==> src/rtl/seq_serializer.sv <==
// Parallel-to-serial frame shifter, MSB first; optional even-parity bit when SER_PARITY_EN is defined.
// Latency: first bit one cycle after transfer; din_ready only in IDLE and the final-bit cycle, enabling gapless frames.
module seq_serializer #(
    parameter int WIDTH = 8
) (
    input  logic             clk,
    input  logic             rst,
    input  logic [WIDTH-1:0] din,
    input  logic             din_valid,
    output logic             din_ready,
    output logic             x,
    output logic             x_valid,
    output logic             last
);

    localparam int CW = $clog2(WIDTH);

`ifdef SER_PARITY_EN
    typedef enum logic [1:0] {IDLE, SHIFT, PARITY} state_t;
`else
    typedef enum logic [0:0] {IDLE, SHIFT} state_t;
`endif

    state_t           state_q, state_d;
    logic [WIDTH-1:0] sh_q, sh_d;
    logic [CW-1:0]    cnt_q, cnt_d;
    logic             x_q, x_d;
    logic             x_valid_q, x_valid_d;
    logic             last_q, last_d;
    logic             final_bit;
    logic             xfer;
`ifdef SER_PARITY_EN
    logic             par_q, par_d;
`endif

    always_comb begin
        state_d   = state_q;
        sh_d      = sh_q;
        cnt_d     = cnt_q;
        x_d       = x_q;
        x_valid_d = x_valid_q;
        last_d    = last_q;
`ifdef SER_PARITY_EN
        par_d     = par_q;
        final_bit = (state_q == PARITY);
`else
        final_bit = (state_q == SHIFT) && (cnt_q == '0);
`endif
        din_ready = !rst && ((state_q == IDLE) || final_bit);
        xfer      = din_valid && din_ready;

        if (xfer) begin
            state_d   = SHIFT;
            x_d       = din[WIDTH-1];
            x_valid_d = 1'b1;
            last_d    = 1'b0;
            sh_d      = din << 1;
            cnt_d     = CW'(WIDTH - 1);
`ifdef SER_PARITY_EN
            par_d     = ^din;
`endif
        end else if ((state_q == SHIFT) && (cnt_q != '0)) begin
            x_d   = sh_q[WIDTH-1];
            sh_d  = sh_q << 1;
            cnt_d = cnt_q - 1'b1;
`ifdef SER_PARITY_EN
            last_d = 1'b0;
`else
            last_d = (cnt_q == CW'(1));
`endif
`ifdef SER_PARITY_EN
        end else if (state_q == SHIFT) begin
            // data exhausted: append the parity bit as the frame's final bit
            state_d = PARITY;
            x_d     = par_q;
            last_d  = 1'b1;
`endif
        end else if (final_bit) begin
            state_d   = IDLE;
            x_d       = 1'b0;
            x_valid_d = 1'b0;
            last_d    = 1'b0;
        end
    end

    always_ff @(posedge clk) begin
        if (rst) begin
            state_q   <= IDLE;
            sh_q      <= '0;
            cnt_q     <= '0;
            x_q       <= 1'b0;
            x_valid_q <= 1'b0;
            last_q    <= 1'b0;
`ifdef SER_PARITY_EN
            par_q     <= 1'b0;
`endif
        end else begin
            state_q   <= state_d;
            sh_q      <= sh_d;
            cnt_q     <= cnt_d;
            x_q       <= x_d;
            x_valid_q <= x_valid_d;
            last_q    <= last_d;
`ifdef SER_PARITY_EN
            par_q     <= par_d;
`endif
        end
    end

    assign x       = x_q;
    assign x_valid = x_valid_q;
    assign last    = last_q;

endmodule

==> config.mk <==
export PLATFORM = sky130hd
export DESIGN_NAME = seq_serializer
export DESIGN_NICKNAME = d
export VERILOG_FILES = /design/src/rtl/seq_serializer.sv
export SDC_FILE = /design/constraint.sdc
export NUM_CORES = 1
export LEC_CHECK = 0
export ABC_AREA = 1
export BUFFER_PORTS_ARGS = -buffer_cell sky130_fd_sc_hd__buf_4
export CORE_MARGIN = 1
export CORE_UTILIZATION = 30
export CTS_CLUSTER_SIZE = 30
export DETAILED_ROUTE_END_ITERATION = 8
export GPL_TIMING_DRIVEN = 0
export PLACE_DENSITY = 0.52
export SKIP_LAST_GASP = 1
export SLEW_MARGIN = 5
export SYNTH_ARGS = -nofsm -noshare
export SYNTH_HDL_FRONTEND = slang
export SYNTH_SLANG_ARGS = --single-unit
==> constraint.sdc <==
create_clock -name clk -period 1.6 [get_ports clk]
set_input_delay 0.24 -clock clk [delete_from_list [all_inputs] [get_ports clk]]
set_output_delay 0.24 -clock clk [all_outputs]
set_load 0.03 [all_outputs]
# After elaboration in Yosys (flattened, before gate mapping)
# Cells that the tools add are included.
[op_classes]
eq_ne = 2
n_reduce_logical = 14
bitwise_logic = 1
magnitude_cmp = 0
multipliers = 0
n_div = 0
add_sub_neg = 1
n_shift = 0
n_mux = 10
[op_table]
columns = ["cell", "n"]
rows = [
  ["8-bit two-way mux", 2],
  ["1-bit two-way mux", 6],
  ["3-bit two-way mux", 2],
  ["2-bit nonzero test", 3],
  ["3-bit nonzero test", 2],
  ["1-bit logical AND", 4],
  ["3-bit by 1-bit equality test with 1-bit output (second input constant)", 1],
  ["3-bit logical NOT", 1],
  ["3-bit by 1-bit subtractor with 3-bit output (second input constant)", 1],
  ["2-bit != test (second input constant)", 1],
  ["2-bit AND reduction", 1],
  ["2-bit OR reduction", 1],
  ["1-bit logical NOT", 1],
  ["1-bit logical OR", 1],
  ["1-bit NOT", 1],
]
[word_totals]
output_inout_bits = 4
in_bits = 11
register_bits = 13
mem_bits_ro = 0
ram_bits = 0
memories = 0
wordCells = 33
latchBits = 0

# Depth between registers and ports, before layout
# Gate-level depths: netlist (run 1).
[logic_depth]
ltp_word = 7
mapped_depth = 11
ltp_nobuf = 10

# Worst setup path after synthesis (run 1)
# OpenSTA, ideal clock, no wires.
[synth_path]
path_kind = "flip-flop to flip-flop"
start = "reg cnt_q[0]"
end = "reg sh_q[1]"
required_ps = 1530
slack_ps = 207
path_buffers = 0
synth_period_minus_slack_ps = 1393
path_stages_with_launch = 10
t_arrival_ps = 1323
setup_time_ps = 70
cell_sequence = "dfxtp_1 > inv_2 > ha_1 > ha_1 > inv_1 > nand2_2 > inv_2 > nor2_2 > nand3_1 > a21oi_1"
[synth_via]
elab_chain_len = 6
word_cells_on_any_way = 9
cone_classes = "mux (1); reduce/logical (8)"
[synth_rtl]
columns = ["item", "line", "rtl"]
rows = [
  ["start, declared", "26", "logic [CW-1:0] cnt_q, cnt_d;"],
  ["start signal, assigned", "100", "cnt_q <= cnt_d;"],
  ["3-bit logical NOT *", "47", "final_bit = (state_q == SHIFT) && (cnt_q == '0);"],
  ["1-bit logical AND *", "47", ""],
  ["1-bit logical OR *", "49", "din_ready = !rst && ((state_q == IDLE) || final_bit);"],
  ["1-bit logical AND *", "49", ""],
  ["via din_ready", "10", "output logic din_ready,"],
  ["1-bit logical AND *", "50", "xfer = din_valid && din_ready;"],
  ["8-bit two-way mux / 2-bit nonzero test (equally long branches)", "n/a", ""],
  ["end signal, assigned", "89", "sh_q <= '0;"],
  ["end signal, assigned", "99", "sh_q <= sh_d;"],
  ["end, declared", "25", "logic [WIDTH-1:0] sh_q, sh_d;"],
]
# The timed path passes the listed nets; every way through them passes the cells marked *.
# A chain may end at the register's enable or synchronous reset.

# Worst setup path in the final report (run 1)
[layout_path]
start = "reg cnt_q[1]"
end = "out din_ready"
[layout_via]
elab_chain_len = 4
[layout_rtl]
columns = ["item", "line"]
rows = [
  ["3-bit logical NOT", "47"],
  ["1-bit logical AND", "47"],
  ["1-bit logical OR", "49"],
  ["1-bit logical AND", "49"],
  ["end, declared", "10"],
]
# Every way passes these cells.

==> results of run 1 <==
registers in the layout, indices dropped and copies added (netlist names):
register / count
sh_q: 7
cnt_q: 3
last: 1
x: 1
x_valid: 1
cells in the final DEF, fill, tap and decap left out, drive strengths merged:
cell / synthesis / routed
o21ai: 4 / 4
dfxtp: 13 / 13
ha: 3 / 3
nor2: 21 / 21
a21oi: 2 / 2
o22ai: 1 / 1
nand4: 7 / 7
inv: 17 / 17
a31oi: 1 / 1
clkbuf: 0 / 4
clkinv: 1 / 1
nand3: 4 / 4
nand2: 21 / 21
buf: 5 / 24
cell families (layout without fill, tap and decap cells):
group | Yosys count | count (layout) | share of synthesized area
AO/OA/AOI/OAI | 8 | 8 | 0.0789
adder cells (fa/ha/maj) | 3 | 3 | 0.0551
buffers and inverters | 23 | 46 | 0.152
flip-flops | 13 | 13 | 0.382
AND/OR/NAND/NOR | 53 | 53 | 0.332
path summary, 6_finish.rpt:
kind	slack [ns]	startpoint	end	depth (start not counted)
worst max-delay path	0.06	cnt_q[1]$_SDFFE_PP0P_	din_ready	8
worst min-delay path	0.23	din[0]	sh_q[1]$_SDFFE_PP0P_	3
worst max register to register	0.12	cnt_q[1]$_SDFFE_PP0P_	sh_q[7]$_SDFFE_PP0P_	11
worst min register to register	0.48	sh_q[1]$_SDFFE_PP0P_	sh_q[1]$_SDFFE_PP0P_	2
Yosys cell counts, drive strengths merged:
cell	instances	share of area
dfxtp	13	0.38
inv	17	0.094
nand3	4	0.029
o21ai	4	0.046
clkinv	1	0.0055
a21oi	2	0.015
buf	5	0.053
nand4	7	0.064
nor2	21	0.12
ha	3	0.055
nand2	21	0.12
o22ai	1	0.0092
a31oi	1	0.0092
layout make-up:
cell class	instances	share of cell area
well taps	27	0.0368
flip-flops and latches	13	0.286
multi-input cells	64	0.379
inverters	18	0.0737
clock buffers	4	0.0286
plain buffers	4	0.0273
repair buffers	20	0.168
per-stage QoR:
step                      std cells  total power [W]  area (µm²)   util
after floorplan                 100         0.000473         682      -
after global placement          140         0.000523         813  0.398
after detailed placement        140         0.000525         813  0.398
after CTS                       149         0.000778         913  0.447
after global routing            150         0.000822         917  0.449
final                           150         0.000764         917  0.449
power groups by stage:
stage	logic, W	clock network [W]	registers, W
finish	0.000199	0.000206	0.000359
floorplan	0.000103	0	0.000370
CTS	0.000194	0.000224	0.000359
global route	0.000224	0.000236	0.000361
global placement	0.000159	0	0.000364
detailed placement	0.000160	0	0.000365
critical path, cell delays in order (launching register included):
cell	delay [ns]
sky130_fd_sc_hd__dfxtp_2	0.34
sky130_fd_sc_hd__inv_2	0.05
sky130_fd_sc_hd__ha_4	0.15
sky130_fd_sc_hd__ha_4	0.15
sky130_fd_sc_hd__inv_2	0.04
sky130_fd_sc_hd__nand2_2	0.05
sky130_fd_sc_hd__inv_2	0.08
sky130_fd_sc_hd__nor2_4	0.04
sky130_fd_sc_hd__buf_6	0.14
what timing repair did:
item,CTS,global route
setup buffers,5,2
endpoints found under the setup margin,1,7
gates resized for setup,9,1
pin swaps,2,2
hold buffers,0,0
routing by layer:
metal  up-vias  wire (µm)
li1        359          -
met1       289        786
met2        10        708
met3         2         45
met4         0         19
met5         -          0
==> results.yml, run 1 <==
run_status:
  status: "completed"
global_routing:
  grt_use_met2: 0.248
  grt_max_degree: 11
  antenna_found_initial: 0
  grtUsageTotal: 0.145
  grt_pass1_vias: 647
  grt_most_used_layer: "met2"
  grt_residual_overflow: 0
  met1_demand_to_capacity_share_in_global_routing: 0.167
  globalRouteMet3Util: 0.0370
  wire_length_of_the_first_global_routing_pass_mm: 2.69
clock_network:
  tritoncts: "done"
  clock_latency_ns: 0.27
  max-clock-path-buffers: 2
  htree_levels: 1
  cts.clk_slew.worst_paths_ns: 0.08
  cts_buffers: 3
  ctsRootBufferMaster: "sky130_fd_sc_hd__clkbuf_4"
  tritoncts_num_sinks: 13
worst_hold_path:
  hold_class: "in2reg"
power:
  power.share.clock: 0.270
  pwr-share-comb: 0.260
  vdd.ir_drop.worst_mv: 0.387
  switching_share: 0.297
  seqPwrFrac: 0.470
  p_leak_nw: 0.442
  p_int_w: 0.000537
  total_switching_power_w: 0.000227
  power.density_nw_per_um2: 833
yosys:
  postSynthAreaPerCell_um2: 6.82
  ys_types: 19
  synth_area_um2: 682
  mappedNetlistNets: 114
  synth_cells: 100
  yosysWarningCount: 0
  register_bit_total_from_synthesis: 13
  synth_sequential_area_ratio: 0.382
sta:
  report.final.setup_viol: 0
  final_hold_viol_count: 0
  timing.final.max_slew_violations: 0
  slew_worst_pin_ns: 0.256
  max_freq_mhz: 648
  rsz0062_at_grt: "yes"
  fin_crit_ns: 1.54
  skew_ns: 0.00393
  layout_worst_path_cycle_share: 0.964
  fin_tns_setup_ns: 0
  worst_hold_slack_ns: 0.232
  max_slew_margin: 0.828
  final_critical_path_setup_slack_ns: 0.0574
routing:
  totalWireLength_mm: 1.56
  detail-route-antenna-nets: 0
  route.detailed.vias_per_inst: 4.40
  detailedRoute.firstIterationViolations: 4
  wl_per_cell_um: 10.4
  remaining_drcs: 0
  vias: 660
  first_pass_iters: 2
worst_setup_path:
  crit_path_end_kind: "output port"
  crit_arrival_ns: 1.30
  critical_path_source_type: "flip-flop"
  worst_ep_required_time_ns: 1.36
  critical_path_fanout_max: 2
  timing.setup.critical_path_class: "reg2out"
die:
  start_util: 0.334
  io-pin-count: 15
  die_w_um: 49.7
  num_rows: 16
  design.die.area_um2: 2470
  core_footprint_um2: 2040
  die_y_um: 49.7
placed_design:
  pre_cts_ws_ns: 0.117
  io_buffer_count: 13
  post_dp_hpwl_mm: 1.04
  gp_congestion: 0.671
layout:
  multi_input_comb_area_um2: 348
  insertedDiodeCount: 0
  proportion_of_layout_cells_with_a_drive_suffix_above_1: 0.333
  layout_filler_cell_count: 252
  area.sequential_um2: 263
  finalNetCount: 138
  area_growth_pct: 34.5
job:
  maxCapViolCount: 0
No activity file was read; power rests on OpenSTA's default activity.
==> run 2, diff against run 1 <==
CORE_ASPECT_RATIO = 0.7   (was unset)
==> results.yml, run 2 (synthesis results as in run 1) <==
run_status:
  status: "completed"
routing:
  totalWireLength_mm: 1.53
  detailedRoute.firstIterationViolations: 8
  remaining_drcs: 0
  detail-route-antenna-nets: 0
  route.detailed.vias_per_inst: 4.22
  first_pass_iters: 3
  wl_per_cell_um: 9.92
  vias: 650
power:
  power.density_nw_per_um2: 829
  p_int_w: 0.000536
  switching_share: 0.301
  power.share.clock: 0.270
  vdd.ir_drop.worst_mv: 0.423
  total_switching_power_w: 0.000230
  p_leak_nw: 0.443
  pwr-share-comb: 0.261
  seqPwrFrac: 0.469
global_routing:
  grt_pass1_vias: 585
  antenna_found_initial: 0
  grt_max_degree: 11
  grtUsageTotal: 0.138
  grt_residual_overflow: 0
  wire_length_of_the_first_global_routing_pass_mm: 2.51
placed_design:
  io_buffer_count: 13
  post_dp_hpwl_mm: 1.01
  gp_congestion: 0.709
sta:
  skew_ns: 0.00669
  max_freq_mhz: 629
  final_hold_viol_count: 0
  rsz0062_at_grt: "yes"
  worst_hold_slack_ns: 0.240
  fin_crit_ns: 1.59
  layout_worst_path_cycle_share: 0.994
  slew_worst_pin_ns: 0.259
  report.final.setup_viol: 0
  timing.final.max_slew_violations: 0
  max_slew_margin: 0.827
worst_setup_path:
  timing.setup.critical_path_class: "reg2out"
  cp_cell_sequence: "inv_2 -> ha_4 -> ha_4 -> inv_2 -> nand2_4 -> inv_4 -> nor2_4 -> buf_6"
  critical_path_fanout_max: 4
  crit_path_end_kind: "output port"
  cpPeakStageDelay_ns: 0.35
  critical_path_source_type: "flip-flop"
  worst_r2r_setup_slack_ns: 0.13
  cpMaxStageDelayCell: "sky130_fd_sc_hd__dfxtp_2"
  worst_ep_required_time_ns: 1.36
  crit_arrival_ns: 1.35
clock_network:
  tritoncts: "done"
  cts.clk_slew.worst_paths_ns: 0.08
  max-clock-path-buffers: 2
  cts_buffers: 3
  ctsRootBufferMaster: "sky130_fd_sc_hd__clkbuf_4"
  tritoncts_num_sinks: 13
  htree_levels: 1
  clock_latency_ns: 0.28
layout:
  area.sequential_um2: 263
  area_growth_pct: 35.4
  multi_input_comb_area_um2: 353
  most-common-layout-cells: "20 x sky130_fd_sc_hd__buf_4, 20 x sky130_fd_sc_hd__nor2_1, 20 x sky130_fd_sc_hd__nand2_1"
  proportion_of_layout_cells_with_a_drive_suffix_above_1: 0.328
  reg.largest.list: "sh_q x7, cnt_q x3"
  finalNetCount: 137
  largest_register_ff_count: 7
  insertedDiodeCount: 0
  layout_filler_cell_count: 246
  largest-register: "sh_q"
  finalCoreUtilization: 0.429
job:
  maxCapViolCount: 0
die:
  die_y_um: 41.9
  num_rows: 14
  core_footprint_um2: 2150
  design.die.area_um2: 2470
  die_w_um: 59.0
  start_util: 0.316
  io-pin-count: 15
worst_hold_path:
  hold_class: "in2reg"
==> run 2: cell count changes in the layout (fill, tap and decap cells not counted) <==
cell / previous run / this run
sky130_fd_sc_hd__buf_4: 21 / 20
sky130_fd_sc_hd__inv_2: 7 / 6
sky130_fd_sc_hd__inv_4: 0 / 1
sky130_fd_sc_hd__nand2_2: 1 / 0
sky130_fd_sc_hd__nand2_4: 0 / 1
==> run 2: worst paths after layout <==
check / from / to / cells past startpoint
max: cnt_q[0]$_SDFFE_PP0P_ / din_ready / 8
min: din[0] / sh_q[1]$_SDFFE_PP0P_ / 3
max reg2reg: cnt_q[0]$_SDFFE_PP0P_ / sh_q[4]$_SDFFE_PP0P_ / 12
min reg2reg: sh_q[1]$_SDFFE_PP0P_ / sh_q[1]$_SDFFE_PP0P_ / 2
==> run 2: critical path, delay by kind of cell, from the launching register on <==
| family | cells | cell delay (ns) |
|---|---|---|
| simple gates | 2 | 0.10 |
| buf+inv | 4 | 0.31 |
| flops | 1 | 0.35 |
| fa+ha+maj | 2 | 0.31 |
==> run 2: power by group through the flow <==
| stage | registers (W) | logic [W] | clock network [W] |
|---|---|---|---|
| 2_1_floorplan | 0.000370 | 0.000103 | 0 |
| 3_5_place_dp | 0.000365 | 0.000159 | 0 |
| 4_1_cts | 0.000359 | 0.000193 | 0.000219 |
| 5_1_grt | 0.000362 | 0.000223 | 0.000236 |
| 6_report | 0.000359 | 0.000200 | 0.000207 |
| 3_3_place_gp | 0.000364 | 0.000159 | 0 |
==> run 2: final cells by class <==
class	instances	share of cell area
Clock buffer	4	0.0285
Buffer	4	0.0271
Multi-Input combinational cell	64	0.382
Timing Repair Buffer	19	0.159
Inverter	18	0.0759
Sequential cell	13	0.285
Tap cell	32	0.0434
==> run 2: metal layers <==
metal / track usage / part of all wire / routed length (µm) / vias to the layer above
li1: - / - / - / 353
met1: 0.187 / 0.52 / 792 / 286
met2: 0.211 / 0.44 / 666 / 11
met3: 0.0654 / 0.045 / 69 / 0
met4: 0 / 0 / 0 / 0
met5: 0 / 0 / 0 / -
==> run 2: repair_timing <==
| action | CTS | global route |
|---|---|---|
| hold buffers | 0 | 0 |
| pin swaps | 1 | 1 |
| setup buffers | 4 | 2 |
| resized for setup | 12 | 0 |
| endpoints found under the setup margin | 1 | 8 |
==> run 2: metrics by stage <==
step / instances / setup slack [ns] / total power, W / TNS (ns) / cell area [µm²]
6_report: 154 / 0.0103 / 0.000766 / 0 / 923
5_1_grt: 154 / -0.0444 / 0.000821 / -0.0444 / 923
4_1_cts: 153 / 0.00183 / 0.000771 / 0 / 920
3_5_place_dp: 145 / 0.133 / 0.000523 / 0 / 820
3_3_place_gp: 145 / 0.120 / 0.000522 / 0 / 820
2_1_floorplan: 100 / 0.207 / 0.000473 / 0 / 682
